[src/rtl/display_scan_controller.sv]
// rtl/display_scan_controller.sv - scans one BCD decoder across DIGITS common-anode digits, double-buffered
// Optional per-digit blink enabled by defining DISP_BLINK_EN.
module display_scan_controller #(
  parameter int DIGITS       = 4,
  parameter int SCAN_DIV     = 50000,
  parameter int BLANK_CYCLES = 500,
  parameter int BLINK_FRAMES = 32
) (
  input  logic                  clk,
  input  logic                  rst,
  input  logic [4*DIGITS-1:0]   digits_in,
  input  logic                  load,
  input  logic                  lz_en,
`ifdef DISP_BLINK_EN
  input  logic [DIGITS-1:0]     blink_mask,
`endif
  output logic [3:0]            num,
  output logic [DIGITS-1:0]     anodes,
  output logic                  frame_start,
  output logic                  bcd_err
);
  localparam int IW = (DIGITS > 1) ? $clog2(DIGITS) : 1;
  localparam int CW = $clog2(SCAN_DIV);
  localparam logic [CW-1:0]     BLANK_LAST = CW'(BLANK_CYCLES - 1);
  localparam logic [CW-1:0]     SHOW_LAST  = CW'(SCAN_DIV - BLANK_CYCLES - 1);
  localparam logic [IW-1:0]     IDX_LAST   = IW'(DIGITS - 1);
  localparam logic [DIGITS-1:0] ONE        = DIGITS'(1);

  if (DIGITS < 2 || DIGITS > 8 || BLANK_CYCLES < 1 || SCAN_DIV <= BLANK_CYCLES || BLINK_FRAMES < 1) begin : g_bad_params
    $error("display_scan_controller: illegal parameter set");
  end

  typedef enum logic {BLANK, SHOW} state_t;

  state_t              state, state_n;
  logic [CW-1:0]       cnt, cnt_n;
  logic [IW-1:0]       idx, idx_n;
  logic [4*DIGITS-1:0] pending, active, active_n;
  logic                pend_flag;
  logic                sup_q, sup_n;
  logic [3:0]          num_n, dig_n;
  logic [DIGITS-1:0]   anodes_n;
  logic                frame_start_n;
  logic                boundary;
  logic                show_off;

  function automatic logic [3:0] digit_at(input logic [4*DIGITS-1:0] v, input logic [IW-1:0] i);
    digit_at = 4'd0;
    for (int k = 0; k < DIGITS; k++)
      if (IW'(k) == i) digit_at = v[4*k +: 4];
  endfunction

  // True when digit i and every digit to its left are zero (digit 0 never qualifies).
  function automatic logic upper_zero(input logic [4*DIGITS-1:0] v, input logic [IW-1:0] i);
    upper_zero = (i != '0);
    for (int k = 0; k < DIGITS; k++)
      if (IW'(k) >= i && v[4*k +: 4] != 4'd0) upper_zero = 1'b0;
  endfunction

  function automatic logic any_bad(input logic [4*DIGITS-1:0] v);
    any_bad = 1'b0;
    for (int k = 0; k < DIGITS; k++)
      if (v[4*k +: 4] > 4'd9) any_bad = 1'b1;
  endfunction

  always_comb begin
    boundary = (state == SHOW) && (cnt == SHOW_LAST) && (idx == IDX_LAST);
    active_n = active;
    if (boundary) begin
      if (load)           active_n = digits_in;
      else if (pend_flag) active_n = pending;
    end
  end

  always_comb begin
    state_n       = state;
    cnt_n         = cnt + 1'b1;
    idx_n         = idx;
    num_n         = num;
    anodes_n      = anodes;
    frame_start_n = 1'b0;
    sup_n         = sup_q;
    dig_n         = 4'd0;
    case (state)
      BLANK: if (cnt == BLANK_LAST) begin
        state_n = SHOW;
        cnt_n   = '0;
        if (sup_q || show_off) begin
          anodes_n = '1;
          num_n    = 4'd0;
        end else begin
          anodes_n = ~(ONE << idx);
        end
      end
      SHOW: if (cnt == SHOW_LAST) begin
        state_n       = BLANK;
        cnt_n         = '0;
        idx_n         = (idx == IDX_LAST) ? '0 : idx + 1'b1;
        anodes_n      = '1;
        frame_start_n = (idx == IDX_LAST);
        // Decoder input changes only here, a full BLANK window before the anode turns on.
        dig_n         = digit_at(active_n, idx_n);
        sup_n         = (dig_n > 4'd9) || (lz_en && upper_zero(active_n, idx_n));
        num_n         = sup_n ? 4'd0 : dig_n;
      end
      default: ;
    endcase
  end

  always_ff @(posedge clk or posedge rst) begin
    if (rst) begin
      state       <= BLANK;
      cnt         <= '0;
      idx         <= '0;
      num         <= 4'd0;
      anodes      <= '1;
      frame_start <= 1'b0;
      sup_q       <= 1'b0;
    end else begin
      state       <= state_n;
      cnt         <= cnt_n;
      idx         <= idx_n;
      num         <= num_n;
      anodes      <= anodes_n;
      frame_start <= frame_start_n;
      sup_q       <= sup_n;
    end
  end

  always_ff @(posedge clk or posedge rst) begin
    if (rst) begin
      pending   <= '0;
      active    <= '0;
      pend_flag <= 1'b0;
      bcd_err   <= 1'b0;
    end else begin
      active <= active_n;
      if (boundary) begin
        pend_flag <= 1'b0;
        if (load || pend_flag) bcd_err <= any_bad(active_n);
      end else if (load) begin
        pending   <= digits_in;
        pend_flag <= 1'b1;
      end
    end
  end

`ifdef DISP_BLINK_EN
  localparam int FW = (BLINK_FRAMES > 1) ? $clog2(BLINK_FRAMES) : 1;
  logic [FW-1:0] fcnt;
  logic          blink_on;

  always_ff @(posedge clk or posedge rst) begin
    if (rst) begin
      fcnt     <= '0;
      blink_on <= 1'b1;
    end else if (boundary) begin
      if (fcnt == FW'(BLINK_FRAMES - 1)) begin
        fcnt     <= '0;
        blink_on <= ~blink_on;
      end else begin
        fcnt <= fcnt + 1'b1;
      end
    end
  end

  assign show_off = !blink_on && blink_mask[idx];
`else
  assign show_off = 1'b0;
`endif

endmodule

[config.mk]
export PLATFORM = sky130hd
export DESIGN_NAME = display_scan_controller
export DESIGN_NICKNAME = d
export VERILOG_FILES = /design/src/rtl/display_scan_controller.sv
export SDC_FILE = /design/constraint.sdc
export NUM_CORES = 1
export LEC_CHECK = 0
export BUFFER_PORTS_ARGS = -buffer_cell sky130_fd_sc_hd__buf_2
export CORE_MARGIN = 2
export CORE_UTILIZATION = 35
export CTS_CLUSTER_SIZE = 28
export DETAILED_ROUTE_END_ITERATION = 10
export PLACE_DENSITY = 0.57
export SLEW_MARGIN = 40
export SYNTH_ARGS = -nofsm -noshare
export SYNTH_HDL_FRONTEND = slang
export SYNTH_SLANG_ARGS = --single-unit
[constraint.sdc]
create_clock -name clk -period 2.65 [get_ports clk]
set_clock_uncertainty 0.05 [all_clocks]
set_input_delay 0.265 -clock clk [delete_from_list [all_inputs] [get_ports clk]]
set_output_delay 0.265 -clock clk [all_outputs]
set_load 0.005 [all_outputs]
=== Word level (Yosys, flattened, before mapping) ===
Cells that the tools add are included.

* Add/sub/neg operators: 2
* Order comparisons: 9
* Equal/unequal tests: 9
* Shift operators: 1
* Multiplexer cells: 39
* Bitwise logic cells: 3
* Reductions and logical operators: 21

{| class="wikitable"
|+ Operator list
! operator !! number
|-
| 2-to-1 mux 16 bit || 5
|-
| 2-to-1 mux 4 bit || 13
|-
| case mux 16 bit (2 select lines) || 1
|-
| > comparator 4 bit (second input constant) || 5
|-
| adder 16 x 1 -> 16 bit (second input constant) || 1
|-
| == test 16 bit (second input constant) || 1
|-
| == test 16 x 9 -> 1 bit (second input constant) || 1
|-
| 2-to-1 mux 1 bit || 16
|-
| case mux 4 bit (2 select lines) || 2
|-
| nonzero test 4 bit || 4
|-
| AND reduction 2 bit || 4
|-
| logical AND 1 bit || 7
|-
| == test 2 bit (first input constant) || 2
|-
| greater-or-equal comparator 1 x 2 -> 1 bit (first input constant) || 2
|-
| greater-or-equal comparator 2 bit (first input constant) || 2
|-
| inequality test 2 bit (second input constant) || 2
|-
| NOT 4 bit || 1
|-
| nonzero test 2 bit || 2
|-
| left shift 1 x 2 -> 4 bit (first input constant) || 1
|-
| AND reduction 3 bit || 1
|-
| adder 2 x 1 -> 2 bit (second input constant) || 1
|-
| == test 1 x 2 -> 1 bit (first input constant) || 1
|-
| == test 2 bit (second input constant) || 1
|-
| logical NOT 2 bit || 1
|-
| 5 further kinds || 7
|}

* Bits in registers: 63

=== Depth between registers and ports, before layout ===
* Depth after elaboration: 17
* Gate-level depth with buffers: 11

=== Worst setup path before layout ===
OpenSTA, ideal clock, no wires.

* Path kind: register -> register
* Start point: reg cnt[0]
* End point: reg num[1]
* Library setup time: 0.130 ns
* Arrival: 2.446 ns
* Required time: 2.470 ns
* Setup slack: 0.024 ns
* Cell stages (with the launch flop): 11
* Path buffers: 0
* Clock period less this slack: 2.626 ns
* Cells stage by stage: dfrtp_1 > ha_1 > and4bb_1 > and3_1 > nand2_1 > inv_2 > o221a_4 > nand2b_1 > or4_4 > o31ai_4 > o21ai_1

* Elaborated cells on any way between the ends: 34
* Classes of those cells: 1 x order compare; 4 x eq/ne; 16 x mux; 13 x reduce/logical

{| class="wikitable"
|+ RTL lines
! element !! RTL line !! text
|-
| start: declaration || 36 || <nowiki>logic [CW-1:0] cnt, cnt_n;</nowiki>
|-
| start signal: assignment || 121 || <nowiki>cnt <= cnt_n;</nowiki>
|-
| == test 16 bit * || 67 || <nowiki>boundary = (state == SHOW) && (cnt == SHOW_LAST) && (idx == IDX_LAST);</nowiki>
|-
| logical AND 1 bit * (2 in a row) || 67 ||
|-
| 2-to-1 mux 16 bit * || 69 || <nowiki>if (boundary) begin</nowiki>
|-
| net active_n[13] || 38 || <nowiki>logic [4*DIGITS-1:0] pending, active, active_n;</nowiki>
|-
| parallel branches: the longest is 7 deep, another holds > comparator 4 bit || -- ||
|-
| 2-to-1 mux 4 bit * || 104 || <nowiki>num_n = sup_n ? 4'd0 : dig_n;</nowiki>
|-
| 2-to-1 mux 4 bit * || 95 || <nowiki>SHOW: if (cnt == SHOW_LAST) begin</nowiki>
|-
| case mux 4 bit (2 select lines) * || 84 || <nowiki>case (state)</nowiki>
|-
| end signal: assignment || 123 || <nowiki>num <= num_n;</nowiki>
|-
| end: declaration || 17 || <nowiki>output logic [3:0] num,</nowiki>
|}

Mark *: on every way through the listed nets, which the timed path passes. The select of a mux whose other input is x is not followed.
A chain may end at the register's enable or synchronous reset.

=== Final worst setup path ===
* Start point: reg idx[0]
* End point: reg num[0]

* Elaborated cells on any way between the ends: 40
* Classes of those cells: 1 x add/sub; 5 x order compare; 4 x eq/ne; 17 x mux; 13 x reduce/logical

{| class="wikitable"
|+ RTL lines
! element !! RTL line !! text
|-
| start: declaration || 37 || <nowiki>logic [IW-1:0] idx, idx_n;</nowiki>
|-
| start signal: assignment || 122 || <nowiki>idx <= idx_n;</nowiki>
|-
| == test 2 bit * || 67 ||
|-
| logical AND 1 bit * || 67 ||
|-
| 2-to-1 mux 16 bit * || 69 ||
|-
| net active_n[13] || 38 ||
|-
| parallel branches: the longest is 6 deep, another holds > comparator 4 bit || -- ||
|-
| logical OR 1 bit * || 103 || <nowiki>sup_n = (dig_n > 4'd9) || (lz_en && upper_zero(active_n, idx_n));</nowiki>
|-
| 2-to-1 mux 4 bit * || 104 ||
|-
| 2-to-1 mux 4 bit * || 95 ||
|-
| case mux 4 bit (2 select lines) * || 84 ||
|}

Marks and branches as above.

==> impl_metrics.tcl <==
set metrics [dict create \
    run_status "finished, violations left" \
    violations "setup timing" \
    vdd_ir_drop_max_uv 267 \
    post_synth_inst_count 325 \
    num-nets-final 435 \
    vias_in_the_first_global_route 2774 \
    floorplan.rows 35 \
    htreeDepth 3 \
    switchingPower_uw 449 \
    clockBufferDepth 2 \
    synthAdderAreaFrac_pct 2.28 \
    synth_cell_types 61 \
    relSlewSlack_pct 54.8 \
    cts_root_buffer "sky130_fd_sc_hd__clkbuf_8" \
    crit_fanout 5 \
    regToRegSetupSlack_ns -0.08 \
    routed_wl_mm 8.55 \
    endpoint_kind "flip-flop" \
    power.share.clock_pct 43.4 \
    hp-start "digits_in[10]" \
    final-setup-viol-count 5 \
    final_max_slew_viol_count 0 \
    count_leader_synth "sky130_fd_sc_hd__dfrtp_1" \
    vias 2745 \
    drt-initial-drc-count 158 \
    power.sequential.fraction_pct 51.1 \
    detailedPlacementHpwl_mm 6.33 \
    internal_power_uw 1510 \
    worst_pin_slew_ns 0.676 \
    finalCriticalPeriod_ns 2.73 \
    yosys-mux-area-fraction_pct 4.44 \
    grt_util_all_layers_pct 18.1 \
    core_area_um2 9200 \
    synth_enable_flop_cells 0 \
    antenna_cells 0 \
    power_per_cell_area_nw_per_um2 458 \
    leakagePower_uw 0.00208 \
    ys_top_cells_by_area "sky130_fd_sc_hd__dfrtp_1 45%, sky130_fd_sc_hd__nor2_1 4.9%, sky130_fd_sc_hd__mux2_2 4.4%, sky130_fd_sc_hd__dfstp_2 3.2%, sky130_fd_sc_hd__nand3_1 2.6%" \
    synth_ff_type "sky130_fd_sc_hd__dfrtp_1" \
    portion_of_total_power_attributed_to_combinational_logic_pct 5.4 \
    largest_net_degree_at_the_start_of_global_routing 35 \
    avgSynthCellArea_um2 10.1 \
    worstSkewPairLatency_ns 0.34 \
    synth_top_family_by_area "simple AND/OR/NAND/NOR gates" \
    antenna_violations_before_repair 0 \
    post-route-worst-setup-slack_ns -0.0780 \
    fmax_mhz 367 \
    avgViaCountPerCell 5.24 \
    synth_compound_gate_area_share_pct 16.7 \
    synth-xor-area-share_pct 3.72 \
    clkSlewWorstSetupHoldPaths_ns 0.07 \
    tritoncts_num_sinks 63 \
    ys_warn_count 0 \
    die_width_um 101 \
    die_area_um2 10200 \
    fin_crit_sh_pct 103 \
    tritoncts_buffer_count 9 \
    critical_path_arrival_ns 2.89 \
    sw_ratio_pct 22.9 \
    avgRoutedWirePerCell_um 16.3 \
    area_added_between_synthesis_and_finish_pct 29.8 \
    chipHeight_um 101 \
    min_to "pending[10]" \
    final_cell_area_um2 4280 \
    first_pass_iters 4 \
    post_synth_most_frequent_cells "59 x sky130_fd_sc_hd__dfrtp_1, 43 x sky130_fd_sc_hd__nor2_1, 20 x sky130_fd_sc_hd__inv_1" \
    io-pin-count 30 \
    drv_cap 0 \
    cell_area_after_placement_um2 3920 \
    synthArstFlopShare_pct 100 \
    post-synth-top-area-fraction_pct 44.8 \
    tritoncts "built" \
    final.fill_count 894 \
    rsz0062_at_grt "true" \
    timing.hold.ws_ns 0.100 \
    synth.ff_latch_count 63 \
    drive_above_1_share_pct 38.3 \
    hold-path-cell-count 3 \
    gp_routability_congestion 0.952 \
    endpoints_failing_hold 0 \
    initial_utilization_pct 35.8 \
    syn_area_um2 3300 \
    fraction_of_the_yosys_area_taken_by_sequential_cells_pct 48.0 \
    globalRouteOverflowTotal 0 \
    hold_path.class "in -> reg" \
    buffer_ports.inserted 29 \
    cp-start-kind "flip-flop" \
    grt_first_pass_wirelength_mm 14.1 \
    worst-endpoint-required_ns 2.81 \
    r2r-start "idx[0]" \
    r2r_cells 10 \
    detail-route-antenna-nets 0 \
    rr_endpoint "num[0]" \
    yosys.area_share.simple_pct 20.2 \
    synth_largest_area_cell "sky130_fd_sc_hd__dfrtp_1" \
    setup.worst_path.class "reg -> reg" \
    mappedNetlistNets 351 \
    drc_errors 0 \
]
[sequential cells by signal, summed over array words and instances (netlist names)]
register,flops
active,16
cnt,16
pending,16
anodes,4
num,4
idx,2
bcd_err,1
frame_start,1
pend_flag,1
state,1
sup_q,1
[cell usage in the layout (no fill, tap or decap), types with 4 or more instances in the layout]
cell,count
sky130_fd_sc_hd__buf_2,29
sky130_fd_sc_hd__buf_6,4
sky130_fd_sc_hd__a31oi_1,9
sky130_fd_sc_hd__dfrtp_1,59
sky130_fd_sc_hd__and3_1,4
sky130_fd_sc_hd__a21oi_1,5
sky130_fd_sc_hd__or2_2,7
sky130_fd_sc_hd__xnor2_1,9
sky130_fd_sc_hd__nand3_1,17
sky130_fd_sc_hd__nor2_1,43
sky130_fd_sc_hd__inv_1,19
sky130_fd_sc_hd__o21ai_1,4
sky130_fd_sc_hd__nand2_1,18
sky130_fd_sc_hd__mux2_2,13
sky130_fd_sc_hd__nor2b_1,4
sky130_fd_sc_hd__o21a_1,5
sky130_fd_sc_hd__xor2_1,5
sky130_fd_sc_hd__buf_4,53
sky130_fd_sc_hd__clkbuf_8,11
sky130_fd_sc_hd__o21ai_0,8
sky130_fd_sc_hd__dfstp_2,4
sky130_fd_sc_hd__o221a_2,6
sky130_fd_sc_hd__ha_1,4
[layout make-up]
type / instances / area, um^2 / share of cell area, %
Clock buffer: 11 / 151 / 3.54
Clock inverter: 4 / 45.0 / 1.05
Inverter: 21 / 81.3 / 1.90
Multi-Input combinational cell: 226 / 1660 / 38.9
Sequential cell: 63 / 1580 / 37.0
Tap cell: 111 / 139 / 3.25
Timing Repair Buffer: 88 / 618 / 14.4
[layer usage]
| metal | vias to the layer above | track usage (%) | share of wire [%] |
|---|---|---|---|
| met5 | - | 0 | 0 |
| met4 | 0 | 7.28 | 1.9 |
| met3 | 14 | 3.12 | 3.3 |
| met2 | 61 | 25.3 | 44 |
| met1 | 1331 | 27.3 | 51 |
| li1 | 1339 | - | - |
[metrics by stage]
step / total power [uW] / std cells / worst slack, ns / utilization (%) / setup TNS [ns]
floorplan: 1080 / 325 / 0.0239 / - / 0
global placement: 1120 / 503 / -0.203 / 42.6 / -1.15
detailed placement: 1120 / 503 / -0.255 / 42.6 / -1.41
CTS: 1990 / 519 / -0.0804 / 45.6 / -0.340
global route: 2040 / 524 / -0.194 / 46.5 / -0.913
finish: 1960 / 524 / -0.0780 / 46.5 / -0.337
[cells by family after synthesis]
| kind of cell | Yosys count |
|---|---|
| xor+xnor | 14 |
| buf+inv | 36 |
| fa+ha+maj | 6 |
| mux | 13 |
| simple gates | 122 |
| flops | 63 |
| compound gates | 71 |
[worst max path at each step]
stage                    to  cells past startpoint    start
floorplan            num[1]                     10   cnt[0]
global placement    bcd_err                     12   cnt[0]
detailed placement    sup_q                     10  cnt[11]
CTS                   sup_q                      9  cnt[12]
global route          sup_q                     10   idx[0]
finish               num[0]                     10   idx[0]
[power groups by stage]
stage	registers (uW)	clock network, uW	logic, uW
final	1000	851	106
after detailed placement	1020	0	105
after global placement	1020	0	104
after global routing	1000	914	119
after floorplan	1010	0	64.0
after CTS	1000	879	108
[repair_timing]
item	4_1_cts	5_1_grt
gates resized for setup	12	13
pin swaps	10	10
hold endpoints to repair	3	0
hold buffers	1	0
buffers inserted	0	5
setup endpoints to repair	6	6
[worst max-delay path: stages (launching register included)]
cell and delay, ns:
sky130_fd_sc_hd__dfrtp_1 0.35, sky130_fd_sc_hd__ha_2 0.22, sky130_fd_sc_hd__nand4b_1 0.20, sky130_fd_sc_hd__nor3_4 0.27, sky130_fd_sc_hd__buf_6 0.16, sky130_fd_sc_hd__a31oi_4 0.08
sky130_fd_sc_hd__o221a_4 0.13, sky130_fd_sc_hd__nand2b_4 0.15, sky130_fd_sc_hd__or4_4 0.53, sky130_fd_sc_hd__o31ai_4 0.36, sky130_fd_sc_hd__o31ai_1 0.12
(Power assumes the default switching activity.)
